### src/rtl/register_read_stage_if.sv
// register_read_stage_if
//   Bundles the issue, regfile-read, bypass, branch-update and execute-request
//   signals of the integer register-read stage.
//   modport master : the surrounding pipeline (drives issue/rf data/bypass/brupdate/kill)
//   modport slave  : the register-read stage itself
//   Signals:
//     io_iss_*        issued uop and its decoded fields
//     io_rf_raddr*    regfile read addresses (stage -> regfile)
//     io_rf_rdata*    regfile read data, one cycle after the address
//     io_byp_*        writeback bypass ports, port i at slice i
//     io_brupdate_*   branch resolve / mispredict masks for this cycle
//     io_kill         pipeline flush
//     io_exe_*        execute request
interface register_read_stage_if #(
  parameter int XLEN   = 64,
  parameter int PREG_W = 7,
  parameter int MAXBR  = 12,
  parameter int NBYP   = 2
);
  logic                     io_iss_valid;
  logic [MAXBR-1:0]         io_iss_uop_br_mask;
  logic [PREG_W-1:0]        io_iss_uop_prs1;
  logic [PREG_W-1:0]        io_iss_uop_prs2;
  logic [PREG_W-1:0]        io_iss_uop_pdst;
  logic [16:0]              io_iss_uop_ctrl;
  logic [19:0]              io_iss_uop_imm_packed;
  logic [PREG_W-1:0]        io_rf_raddr1;
  logic [PREG_W-1:0]        io_rf_raddr2;
  logic [XLEN-1:0]          io_rf_rdata1;
  logic [XLEN-1:0]          io_rf_rdata2;
  logic [NBYP-1:0]          io_byp_valid;
  logic [NBYP*PREG_W-1:0]   io_byp_pdst;
  logic [NBYP*XLEN-1:0]     io_byp_data;
  logic [MAXBR-1:0]         io_brupdate_resolve_mask;
  logic [MAXBR-1:0]         io_brupdate_mispredict_mask;
  logic                     io_kill;
  logic                     io_exe_valid;
  logic [MAXBR-1:0]         io_exe_uop_br_mask;
  logic [PREG_W-1:0]        io_exe_uop_pdst;
  logic [16:0]              io_exe_uop_ctrl;
  logic [19:0]              io_exe_uop_imm_packed;
  logic [XLEN-1:0]          io_exe_rs1_data;
  logic [XLEN-1:0]          io_exe_rs2_data;

  modport master (
    output io_iss_valid, io_iss_uop_br_mask, io_iss_uop_prs1, io_iss_uop_prs2,
           io_iss_uop_pdst, io_iss_uop_ctrl, io_iss_uop_imm_packed,
           io_rf_rdata1, io_rf_rdata2, io_byp_valid, io_byp_pdst, io_byp_data,
           io_brupdate_resolve_mask, io_brupdate_mispredict_mask, io_kill,
    input  io_rf_raddr1, io_rf_raddr2, io_exe_valid, io_exe_uop_br_mask,
           io_exe_uop_pdst, io_exe_uop_ctrl, io_exe_uop_imm_packed,
           io_exe_rs1_data, io_exe_rs2_data
  );

  modport slave (
    input  io_iss_valid, io_iss_uop_br_mask, io_iss_uop_prs1, io_iss_uop_prs2,
           io_iss_uop_pdst, io_iss_uop_ctrl, io_iss_uop_imm_packed,
           io_rf_rdata1, io_rf_rdata2, io_byp_valid, io_byp_pdst, io_byp_data,
           io_brupdate_resolve_mask, io_brupdate_mispredict_mask, io_kill,
    output io_rf_raddr1, io_rf_raddr2, io_exe_valid, io_exe_uop_br_mask,
           io_exe_uop_pdst, io_exe_uop_ctrl, io_exe_uop_imm_packed,
           io_exe_rs1_data, io_exe_rs2_data
  );
endinterface

### src/rtl/register_read_stage.sv
// register_read_stage
//   Two-stage integer register-read pipeline. Issue drives the regfile read
//   addresses combinationally; S1 holds the uop while the read is in flight and
//   selects each operand (x0 / bypass / regfile); S2 is the execute-request
//   register. Fixed 2-cycle latency, no backpressure.
//   Ports:
//     clock  rising-edge clock
//     reset  synchronous, active-low; clears only the stage valids
//     rr     register_read_stage_if.slave bundle (issue, rf, bypass, brupdate, kill, exe)
module register_read_stage #(
  parameter int XLEN   = 64,
  parameter int PREG_W = 7,
  parameter int MAXBR  = 12,
  parameter int NBYP   = 2
) (
  input logic                  clock,
  input logic                  reset,
  register_read_stage_if.slave rr
);

  localparam int CTRL_W = 17;
  localparam int IMM_W  = 20;

  logic                s1_valid;
  logic [MAXBR-1:0]    s1_br_mask;
  logic [PREG_W-1:0]   s1_prs1;
  logic [PREG_W-1:0]   s1_prs2;
  logic [PREG_W-1:0]   s1_pdst;
  logic [CTRL_W-1:0]   s1_ctrl;
  logic [IMM_W-1:0]    s1_imm;

  logic                s2_valid;
  logic [MAXBR-1:0]    s2_br_mask;
  logic [PREG_W-1:0]   s2_pdst;
  logic [CTRL_W-1:0]   s2_ctrl;
  logic [IMM_W-1:0]    s2_imm;
  logic [XLEN-1:0]     s2_rs1;
  logic [XLEN-1:0]     s2_rs2;

  logic                iss_survives;
  logic                s1_survives;
  logic [XLEN-1:0]     s1_rs1;
  logic [XLEN-1:0]     s1_rs2;

  // x0 reads as zero; otherwise the lowest-index matching bypass port wins
  // over the regfile data.
  function automatic logic [XLEN-1:0] sel_operand(
    input logic [PREG_W-1:0]      prs,
    input logic [XLEN-1:0]        rdata,
    input logic [NBYP-1:0]        byp_valid,
    input logic [NBYP*PREG_W-1:0] byp_pdst,
    input logic [NBYP*XLEN-1:0]   byp_data
  );
    logic [XLEN-1:0] res;
    logic            hit;
    res = rdata;
    hit = 1'b0;
    for (int i = 0; i < NBYP; i++) begin
      if (!hit && byp_valid[i] && (byp_pdst[i*PREG_W +: PREG_W] == prs)) begin
        res = byp_data[i*XLEN +: XLEN];
        hit = 1'b1;
      end
    end
    if (prs == '0) begin
      res = '0;
    end
    return res;
  endfunction

  assign rr.io_rf_raddr1 = rr.io_iss_uop_prs1;
  assign rr.io_rf_raddr2 = rr.io_iss_uop_prs2;

  assign iss_survives = rr.io_iss_valid && !rr.io_kill &&
                        ((rr.io_iss_uop_br_mask & rr.io_brupdate_mispredict_mask) == '0);
  assign s1_survives  = s1_valid && !rr.io_kill &&
                        ((s1_br_mask & rr.io_brupdate_mispredict_mask) == '0);

  assign s1_rs1 = sel_operand(s1_prs1, rr.io_rf_rdata1, rr.io_byp_valid,
                              rr.io_byp_pdst, rr.io_byp_data);
  assign s1_rs2 = sel_operand(s1_prs2, rr.io_rf_rdata2, rr.io_byp_valid,
                              rr.io_byp_pdst, rr.io_byp_data);

  always_ff @(posedge clock) begin
    if (!reset) begin
      s1_valid <= 1'b0;
      s2_valid <= 1'b0;
    end else begin
      s1_valid <= iss_survives;
      s2_valid <= s1_survives;
    end
  end

  // Payload registers carry no reset; the valids qualify them.
  always_ff @(posedge clock) begin
    s1_br_mask <= rr.io_iss_uop_br_mask & ~rr.io_brupdate_resolve_mask;
    s1_prs1    <= rr.io_iss_uop_prs1;
    s1_prs2    <= rr.io_iss_uop_prs2;
    s1_pdst    <= rr.io_iss_uop_pdst;
    s1_ctrl    <= rr.io_iss_uop_ctrl;
    s1_imm     <= rr.io_iss_uop_imm_packed;

    s2_br_mask <= s1_br_mask & ~rr.io_brupdate_resolve_mask;
    s2_pdst    <= s1_pdst;
    s2_ctrl    <= s1_ctrl;
    s2_imm     <= s1_imm;
    s2_rs1     <= s1_rs1;
    s2_rs2     <= s1_rs2;
  end

  // Execute side sees this cycle's resolves immediately; kills here take
  // effect next cycle, so exe_valid is not gated combinationally.
  assign rr.io_exe_valid          = s2_valid;
  assign rr.io_exe_uop_br_mask    = s2_br_mask & ~rr.io_brupdate_resolve_mask;
  assign rr.io_exe_uop_pdst       = s2_pdst;
  assign rr.io_exe_uop_ctrl       = s2_ctrl;
  assign rr.io_exe_uop_imm_packed = s2_imm;
  assign rr.io_exe_rs1_data       = s2_rs1;
  assign rr.io_exe_rs2_data       = s2_rs2;

endmodule

### src/flat_wrapper.sv
// flat-port wrapper written by rule: the top's interface ports become plain ports
module register_read_stage_flat 
#(
  parameter int XLEN   = 64,
  parameter int PREG_W = 7,
  parameter int MAXBR  = 12,
  parameter int NBYP   = 2
)
  (clock, reset, rr_io_iss_valid, rr_io_iss_uop_br_mask, rr_io_iss_uop_prs1, rr_io_iss_uop_prs2, rr_io_iss_uop_pdst, rr_io_iss_uop_ctrl, rr_io_iss_uop_imm_packed, rr_io_rf_rdata1, rr_io_rf_rdata2, rr_io_byp_valid, rr_io_byp_pdst, rr_io_byp_data, rr_io_brupdate_resolve_mask, rr_io_brupdate_mispredict_mask, rr_io_kill, rr_io_rf_raddr1, rr_io_rf_raddr2, rr_io_exe_valid, rr_io_exe_uop_br_mask, rr_io_exe_uop_pdst, rr_io_exe_uop_ctrl, rr_io_exe_uop_imm_packed, rr_io_exe_rs1_data, rr_io_exe_rs2_data);
  register_read_stage_if #(.XLEN(XLEN), .PREG_W(PREG_W), .MAXBR(MAXBR), .NBYP(NBYP)) rr_i ();
  input logic clock;
  input logic reset;
  input wire logic [$bits(rr_i.io_iss_valid)-1:0] rr_io_iss_valid;
  input wire logic [$bits(rr_i.io_iss_uop_br_mask)-1:0] rr_io_iss_uop_br_mask;
  input wire logic [$bits(rr_i.io_iss_uop_prs1)-1:0] rr_io_iss_uop_prs1;
  input wire logic [$bits(rr_i.io_iss_uop_prs2)-1:0] rr_io_iss_uop_prs2;
  input wire logic [$bits(rr_i.io_iss_uop_pdst)-1:0] rr_io_iss_uop_pdst;
  input wire logic [$bits(rr_i.io_iss_uop_ctrl)-1:0] rr_io_iss_uop_ctrl;
  input wire logic [$bits(rr_i.io_iss_uop_imm_packed)-1:0] rr_io_iss_uop_imm_packed;
  input wire logic [$bits(rr_i.io_rf_rdata1)-1:0] rr_io_rf_rdata1;
  input wire logic [$bits(rr_i.io_rf_rdata2)-1:0] rr_io_rf_rdata2;
  input wire logic [$bits(rr_i.io_byp_valid)-1:0] rr_io_byp_valid;
  input wire logic [$bits(rr_i.io_byp_pdst)-1:0] rr_io_byp_pdst;
  input wire logic [$bits(rr_i.io_byp_data)-1:0] rr_io_byp_data;
  input wire logic [$bits(rr_i.io_brupdate_resolve_mask)-1:0] rr_io_brupdate_resolve_mask;
  input wire logic [$bits(rr_i.io_brupdate_mispredict_mask)-1:0] rr_io_brupdate_mispredict_mask;
  input wire logic [$bits(rr_i.io_kill)-1:0] rr_io_kill;
  output wire logic [$bits(rr_i.io_rf_raddr1)-1:0] rr_io_rf_raddr1;
  output wire logic [$bits(rr_i.io_rf_raddr2)-1:0] rr_io_rf_raddr2;
  output wire logic [$bits(rr_i.io_exe_valid)-1:0] rr_io_exe_valid;
  output wire logic [$bits(rr_i.io_exe_uop_br_mask)-1:0] rr_io_exe_uop_br_mask;
  output wire logic [$bits(rr_i.io_exe_uop_pdst)-1:0] rr_io_exe_uop_pdst;
  output wire logic [$bits(rr_i.io_exe_uop_ctrl)-1:0] rr_io_exe_uop_ctrl;
  output wire logic [$bits(rr_i.io_exe_uop_imm_packed)-1:0] rr_io_exe_uop_imm_packed;
  output wire logic [$bits(rr_i.io_exe_rs1_data)-1:0] rr_io_exe_rs1_data;
  output wire logic [$bits(rr_i.io_exe_rs2_data)-1:0] rr_io_exe_rs2_data;
  assign rr_i.io_iss_valid = rr_io_iss_valid;
  assign rr_i.io_iss_uop_br_mask = rr_io_iss_uop_br_mask;
  assign rr_i.io_iss_uop_prs1 = rr_io_iss_uop_prs1;
  assign rr_i.io_iss_uop_prs2 = rr_io_iss_uop_prs2;
  assign rr_i.io_iss_uop_pdst = rr_io_iss_uop_pdst;
  assign rr_i.io_iss_uop_ctrl = rr_io_iss_uop_ctrl;
  assign rr_i.io_iss_uop_imm_packed = rr_io_iss_uop_imm_packed;
  assign rr_i.io_rf_rdata1 = rr_io_rf_rdata1;
  assign rr_i.io_rf_rdata2 = rr_io_rf_rdata2;
  assign rr_i.io_byp_valid = rr_io_byp_valid;
  assign rr_i.io_byp_pdst = rr_io_byp_pdst;
  assign rr_i.io_byp_data = rr_io_byp_data;
  assign rr_i.io_brupdate_resolve_mask = rr_io_brupdate_resolve_mask;
  assign rr_i.io_brupdate_mispredict_mask = rr_io_brupdate_mispredict_mask;
  assign rr_i.io_kill = rr_io_kill;
  assign rr_io_rf_raddr1 = rr_i.io_rf_raddr1;
  assign rr_io_rf_raddr2 = rr_i.io_rf_raddr2;
  assign rr_io_exe_valid = rr_i.io_exe_valid;
  assign rr_io_exe_uop_br_mask = rr_i.io_exe_uop_br_mask;
  assign rr_io_exe_uop_pdst = rr_i.io_exe_uop_pdst;
  assign rr_io_exe_uop_ctrl = rr_i.io_exe_uop_ctrl;
  assign rr_io_exe_uop_imm_packed = rr_i.io_exe_uop_imm_packed;
  assign rr_io_exe_rs1_data = rr_i.io_exe_rs1_data;
  assign rr_io_exe_rs2_data = rr_i.io_exe_rs2_data;
  register_read_stage #(.XLEN(XLEN), .PREG_W(PREG_W), .MAXBR(MAXBR), .NBYP(NBYP)) u_core (.clock(clock), .reset(reset), .rr(rr_i));
endmodule
### config.mk
export PLATFORM = sky130hd
export DESIGN_NAME = register_read_stage_flat
export DESIGN_NICKNAME = d
export VERILOG_FILES = /design/src/rtl/register_read_stage_if.sv /design/src/rtl/register_read_stage.sv /design/src/flat_wrapper.sv
export SDC_FILE = /design/constraint.sdc
export NUM_CORES = 1
export LEC_CHECK = 0
export ABC_CLOCK_PERIOD_IN_PS = 4300
export BUFFER_PORTS_ARGS = -buffer_cell sky130_fd_sc_hd__buf_2
export CAP_MARGIN = 30
export CORE_AREA = 2 2 220 222
export DETAILED_ROUTE_END_ITERATION = 7
export DIE_AREA = 0 0 222 224
export PLACE_DENSITY_LB_ADDON = 0.2
export REMOVE_ABC_BUFFERS = 1
export SETUP_SLACK_MARGIN = 0.3
export SKIP_LAST_GASP = 1
export SLEW_MARGIN = 40
export SYNTH_ARGS = -nofsm -noshare
export SYNTH_HDL_FRONTEND = slang
export SYNTH_SLANG_ARGS = --single-unit
### constraint.sdc
create_clock -name clock -period 4.3 [get_ports clock]
set_input_delay 0.645 -clock clock [delete_from_list [all_inputs] [get_ports clock]]
set_output_delay 0.645 -clock clock [all_outputs]
set_load 0.02 [all_outputs]
Word-level counts from Yosys, hierarchy flattened
Index checks and enable logic that the tools add are counted.
- bits in registers: 256
- logic and storage cells: 47
- equal/unequal tests: 4
- bitwise logic cells: 6
- muxes and demuxes: 6
- reductions and logical operators: 17
- operator list (kind ; count):
    64-bit 2-to-1 mux ; 4
    12-bit bitwise AND ; 5
    7-bit == test ; 4
    12-bit logical NOT ; 2
    7-bit logical NOT ; 2
    12-bit inverter ; 1
    1-bit logical AND ; 10
    1-bit logical NOT ; 3
    1-bit 2-to-1 mux ; 2

Depth between registers and ports, before layout
- word-level depth: 7
- mapped depth: 6
- depth with buffers taken out: 4

Worst setup path before layout
Ideal clock, no wire load.
- path type: input -> register
- start point: input port rr_io_byp_pdst[11]
- end point: register u_core.s2_rs2[10] (netlist: u_core.rr.io_exe_rs2_data[10])
- data arrival time: 2.024 ns
- stages on the path: 6
- path slack: 2.186 ns
- path buffers: 2
- cell sequence: xor2_1 or2_1 buf_2 buf_6 or4_1 a311oi_1
- word-level cells in the longest chain between the ends: 3
- ends and longest elaborated chain (what ; line ; source):
    start: declaration ; flat_wrapper.sv:23 ; input wire logic [$bits(rr_i.io_byp_pdst)-1:0] rr_io_byp_pdst;
    7-bit == test ; register_read_stage.sv:59 ; if (!hit && byp_valid[i] && (byp_pdst[i*PREG_W +: PREG_W] == prs)) begin
    1-bit logical AND ; register_read_stage.sv:59 ;
    64-bit 2-to-1 mux ; register_read_stage.sv:59 ;
    end signal: assignment ; register_read_stage.sv:107 ; s2_rs2 <= s1_rs2;
    end: declaration ; register_read_stage.sv:38 ; logic [XLEN-1:0] s2_rs2;
No other way between the ends.
A chain may end at the register's enable or synchronous reset.

Worst setup path after layout
- start point: register u_core.s1_prs1[0]
- end point: register u_core.s2_rs1[4] (netlist: u_core.rr.io_exe_rs1_data[4])
- word-level cells in the longest chain between the ends: 7
- ends and longest elaborated chain (what ; line ; source):
    start: declaration ; register_read_stage.sv:26 ; logic [PREG_W-1:0] s1_prs1;
    start signal: assignment ; register_read_stage.sv:96 ; s1_prs1 <= rr.io_iss_uop_prs1;
    7-bit == test ; register_read_stage.sv:59 ;
    1-bit logical AND ; register_read_stage.sv:59 ;
    1-bit 2-to-1 mux ; register_read_stage.sv:59 ;
    1-bit logical NOT ; register_read_stage.sv:59 ;
    1-bit logical AND (2 in series) ; register_read_stage.sv:59 ;
    64-bit 2-to-1 mux ; register_read_stage.sv:59 ;
    end signal: assignment ; register_read_stage.sv:106 ; s2_rs1 <= s1_rs1;
    end: declaration ; register_read_stage.sv:37 ; logic [XLEN-1:0] s2_rs1;
Several ways; a longest one is shown, not always the timed one.

==> out/qor.yml <==
run_status:
  outcome: "completed"
worst_setup_path:
  timing.rr.start: "u_core.s1_prs1[0]"
  critical_path_class: "reg2reg"
  worstPathRequired_ns: 4.76
  crit_path_start_kind: "flip-flop"
  r2r_setup_slack_ns: 1.66
  slowest_stage: "or4b_4"
  crit_chain: "xor2_4, buf_8, or4b_4, o21ai_0, a311oi_1"
  crit_buf_inv: 1
  cpPeakStageDelay_ns: 0.68
  arrival_ns: 3.10
  worst_path_dominant_cell_family: "simple AND/OR/NAND/NOR gates"
  rr_worst_depth: 5
  end_kind: "flip-flop"
  worstPathMaxFanout: 64
  r2r_end: "u_core.rr.io_exe_rs1_data[4]"
synthesis:
  synth-simple-area-share_pct: 21.63
  postSynthAreaPerCell_um2: 9.342
  synth_seq_cells: 256
  syn_area_um2: 10390
  synth_fa_ha_area_share_pct: 0
  synth.area.mux_share_pct: 0
  yosysSeqAreaShare_pct: 49.33
  synth_xor_area_share_pct: 2.758
  synth_top_family_by_area: "simple AND/OR/NAND/NOR gates"
  synthCells: 1112
  synth-warning-count: 0
  synth-compound-area-share_pct: 19.55
  ys_types: 35
routing:
  dr.pass1.iters: 6
  detail_route.wirelength_mm: 52.05
  num_vias: 11382
  ant_nets: 0
  drtIter0Drc: 706
  vias_per_cell: 5.095
  detail_route.wl_per_cell_um: 23.30
  drc: 0
clock_network:
  clk_path_buf_depth: 3
  clk_pin_slew_worst_paths_ns: 0.06
  insertion_delay_ns: 0.58
  cts_tree: "yes"
  cts_setup_buffers: 0
  cts.sinks: 256
  numCtsBuffers: 30
  holdBufCountCts: 0
  htreeDepth: 1
  cts-root-buf: "clkbuf_16"
  postCtsResizedCells: 0
sta:
  slew_violations: 0
  finalSetupTns_ns: 0
  hold_viol: 0
  setup_viol: 0
  slew_headroom_pct: 45.07
  fin_ws_ns: 1.659
  fin_crit_ns: 2.641
  skew_ns: 0.02534
  min_period_over_period_pct: 61.41
  max_slew.worst_pin.slew_ns: 0.8240
  maxClockFrequency_ghz: 0.3787
  rsz0062_at_grt: "no"
power_and_ir_drop:
  leakagePower_nw: 5.919
  peakVddDrop_uv: 267.3
  p_total_mw: 6.176
  power_density_nw_per_um2: 419.3
hold_path:
  hold_path.startpoint: "rr_io_iss_uop_ctrl[9]"
  holdCritPathClass: "in2reg"
  holdPathStages: 1
  min_to: "u_core.s1_ctrl[9]"
grt:
  grt_pass1_wl_mm: 76.11
  antenna_found_initial: 17
  grt-ovfl-total: 0
  grt_usage_pct: 20.06
  grt_max_degree: 74
  grt_pass1_vias: 11538
floorplanning:
  rows: 80
  ios: 569
  die_w_um: 222
  floorplan.die_area_um2: 49730
  die_h_um: 224
  coreArea_um2: 47350
  initial_core_util_pct: 21.94
placement:
  portBuffers: 568
  hpwl_mm: 36.95
  gp_congestion: 0.8245
  dp_worst_setup_slack_ns: 1.278
finish:
  seqCellArea_um2: 5125
  finalNetCount: 1958
  final.fill_count: 5062
  drive_above_1_share_pct: 41.07
  area_delta_synth_final_pct: 41.76
  multi_input_area_um2: 4668
job:
  maxCapViolCount: 0
==> cell type report <==
class | instances | share of cell area, %
Antenna cell | 7 | 0.1189
Timing Repair Buffer | 591 | 21.03
Clock buffer | 41 | 5.998
Tap cell | 615 | 5.225
Multi-Input combinational cell | 709 | 31.70
Sequential cell | 256 | 34.80
Clock inverter | 15 | 1.130
==> where the power goes <==
part | leakage (nW) | internal [mW] | switching [mW]
Combinational | 3.24 | 0.315 | 0.593
Sequential | 2.16 | 2.51 | 0.0535
Clock | 0.520 | 1.62 | 1.09
==> placed cells by master, fill, tap and decap left out, types with 3 or more instances in the layout <==
cell	Yosys	final
nor4_1	29	29
clkbuf_8	0	7
a211oi_1	29	29
inv_6	0	3
clkbuf_1	106	3
xor2_4	0	4
buf_12	0	5
xnor2_1	18	18
o21ai_0	126	126
clkbuf_16	0	31
a22oi_1	37	37
diode_2	0	7
nor3_1	128	128
buf_2	10	568
nand4_1	8	8
buf_6	11	3
nor2b_1	36	36
clkinv_2	0	7
or4_1	101	101
bufinv_16	0	3
buf_4	14	14
a311oi_1	99	99
xnor2_2	3	3
dfxtp_1	256	256
nand2_1	67	66
==> metrics by stage <==
step	hold slack (ns)	util, %	cell area [µm²]	std cells
finish	0.1660	31.10	14730	2234
global route	0.1437	31.09	14720	2231
CTS	0.1335	31.05	14700	2227
detailed placement	0.3121	28.83	13650	2171
global placement	0.3099	28.61	13550	2166
floorplan	0.3096	-	9689	965
==> routing by layer <==
layer	vias up	wire length, µm	GRT usage (%)
met5	-	75	0
met4	12	1602	6.997
met3	115	4138	4.866
met2	584	25850	35.36
met1	5448	20370	23.73
li1	5223	-	-
==> worst max path at each step <==
stage | start | to | depth (start not counted)
after detailed placement | rr_io_byp_pdst[11] | u_core.rr.io_exe_rs2_data[22] | 6
after CTS | u_core.s1_prs2[2] | u_core.rr.io_exe_rs2_data[22] | 5
after global placement | rr_io_byp_pdst[11] | u_core.rr.io_exe_rs2_data[22] | 6
final | u_core.s1_prs1[0] | u_core.rr.io_exe_rs1_data[4] | 5
after floorplan | rr_io_byp_pdst[13] | u_core.rr.io_exe_rs1_data[11] | 4
after global routing | u_core.s1_prs1[0] | u_core.rr.io_exe_rs1_data[4] | 5
==> synthesized netlist by cell type, drive strengths merged <==
cell type / instances / area, µm²
dfxtp: 256 / 5125
nor3: 128 / 640.6
o21ai: 128 / 640.6
clkbuf: 106 / 397.9
or4: 101 / 758.2
a311oi: 99 / 867.1
nand2: 67 / 251.5
buf: 41 / 301.5
a22oi: 37 / 277.8
nor2b: 36 / 225.2
nor4: 31 / 215.2
a211oi: 29 / 217.7
xnor2: 22 / 234.0
nand4: 9 / 71.32
xor2: 6 / 52.55
and4: 3 / 27.53
or2: 3 / 18.77
a21oi: 2 / 10.01
nor2: 2 / 7.510
or4b: 2 / 20.02
a221oi: 1 / 8.760
a22o: 1 / 8.760
nand2b: 1 / 6.260
nand3: 1 / 5.000
==> state kept, by name, indices dropped and copies added, names as in the netlist, 12 cells and up <==
| name | count |
|---|---|
| u_core.s2_br_mask | 12 |
| u_core.rr.io_exe_uop_ctrl | 17 |
| u_core.s1_ctrl | 17 |
| u_core.rr.io_exe_uop_imm_packed | 20 |
| u_core.rr.io_exe_rs1_data | 64 |
| u_core.s1_br_mask | 12 |
| u_core.s1_imm | 20 |
| u_core.rr.io_exe_rs2_data | 64 |
==> logic make-up (layout without fill, tap and decap cells) <==
kind of cell / count (synthesis) / in the layout
buf+inv: 147 / 647
compound gates: 297 / 297
simple gates: 384 / 384
flops: 256 / 256
xor+xnor: 28 / 28
other cells: 0 / 7
(Power assumes the default switching activity.)
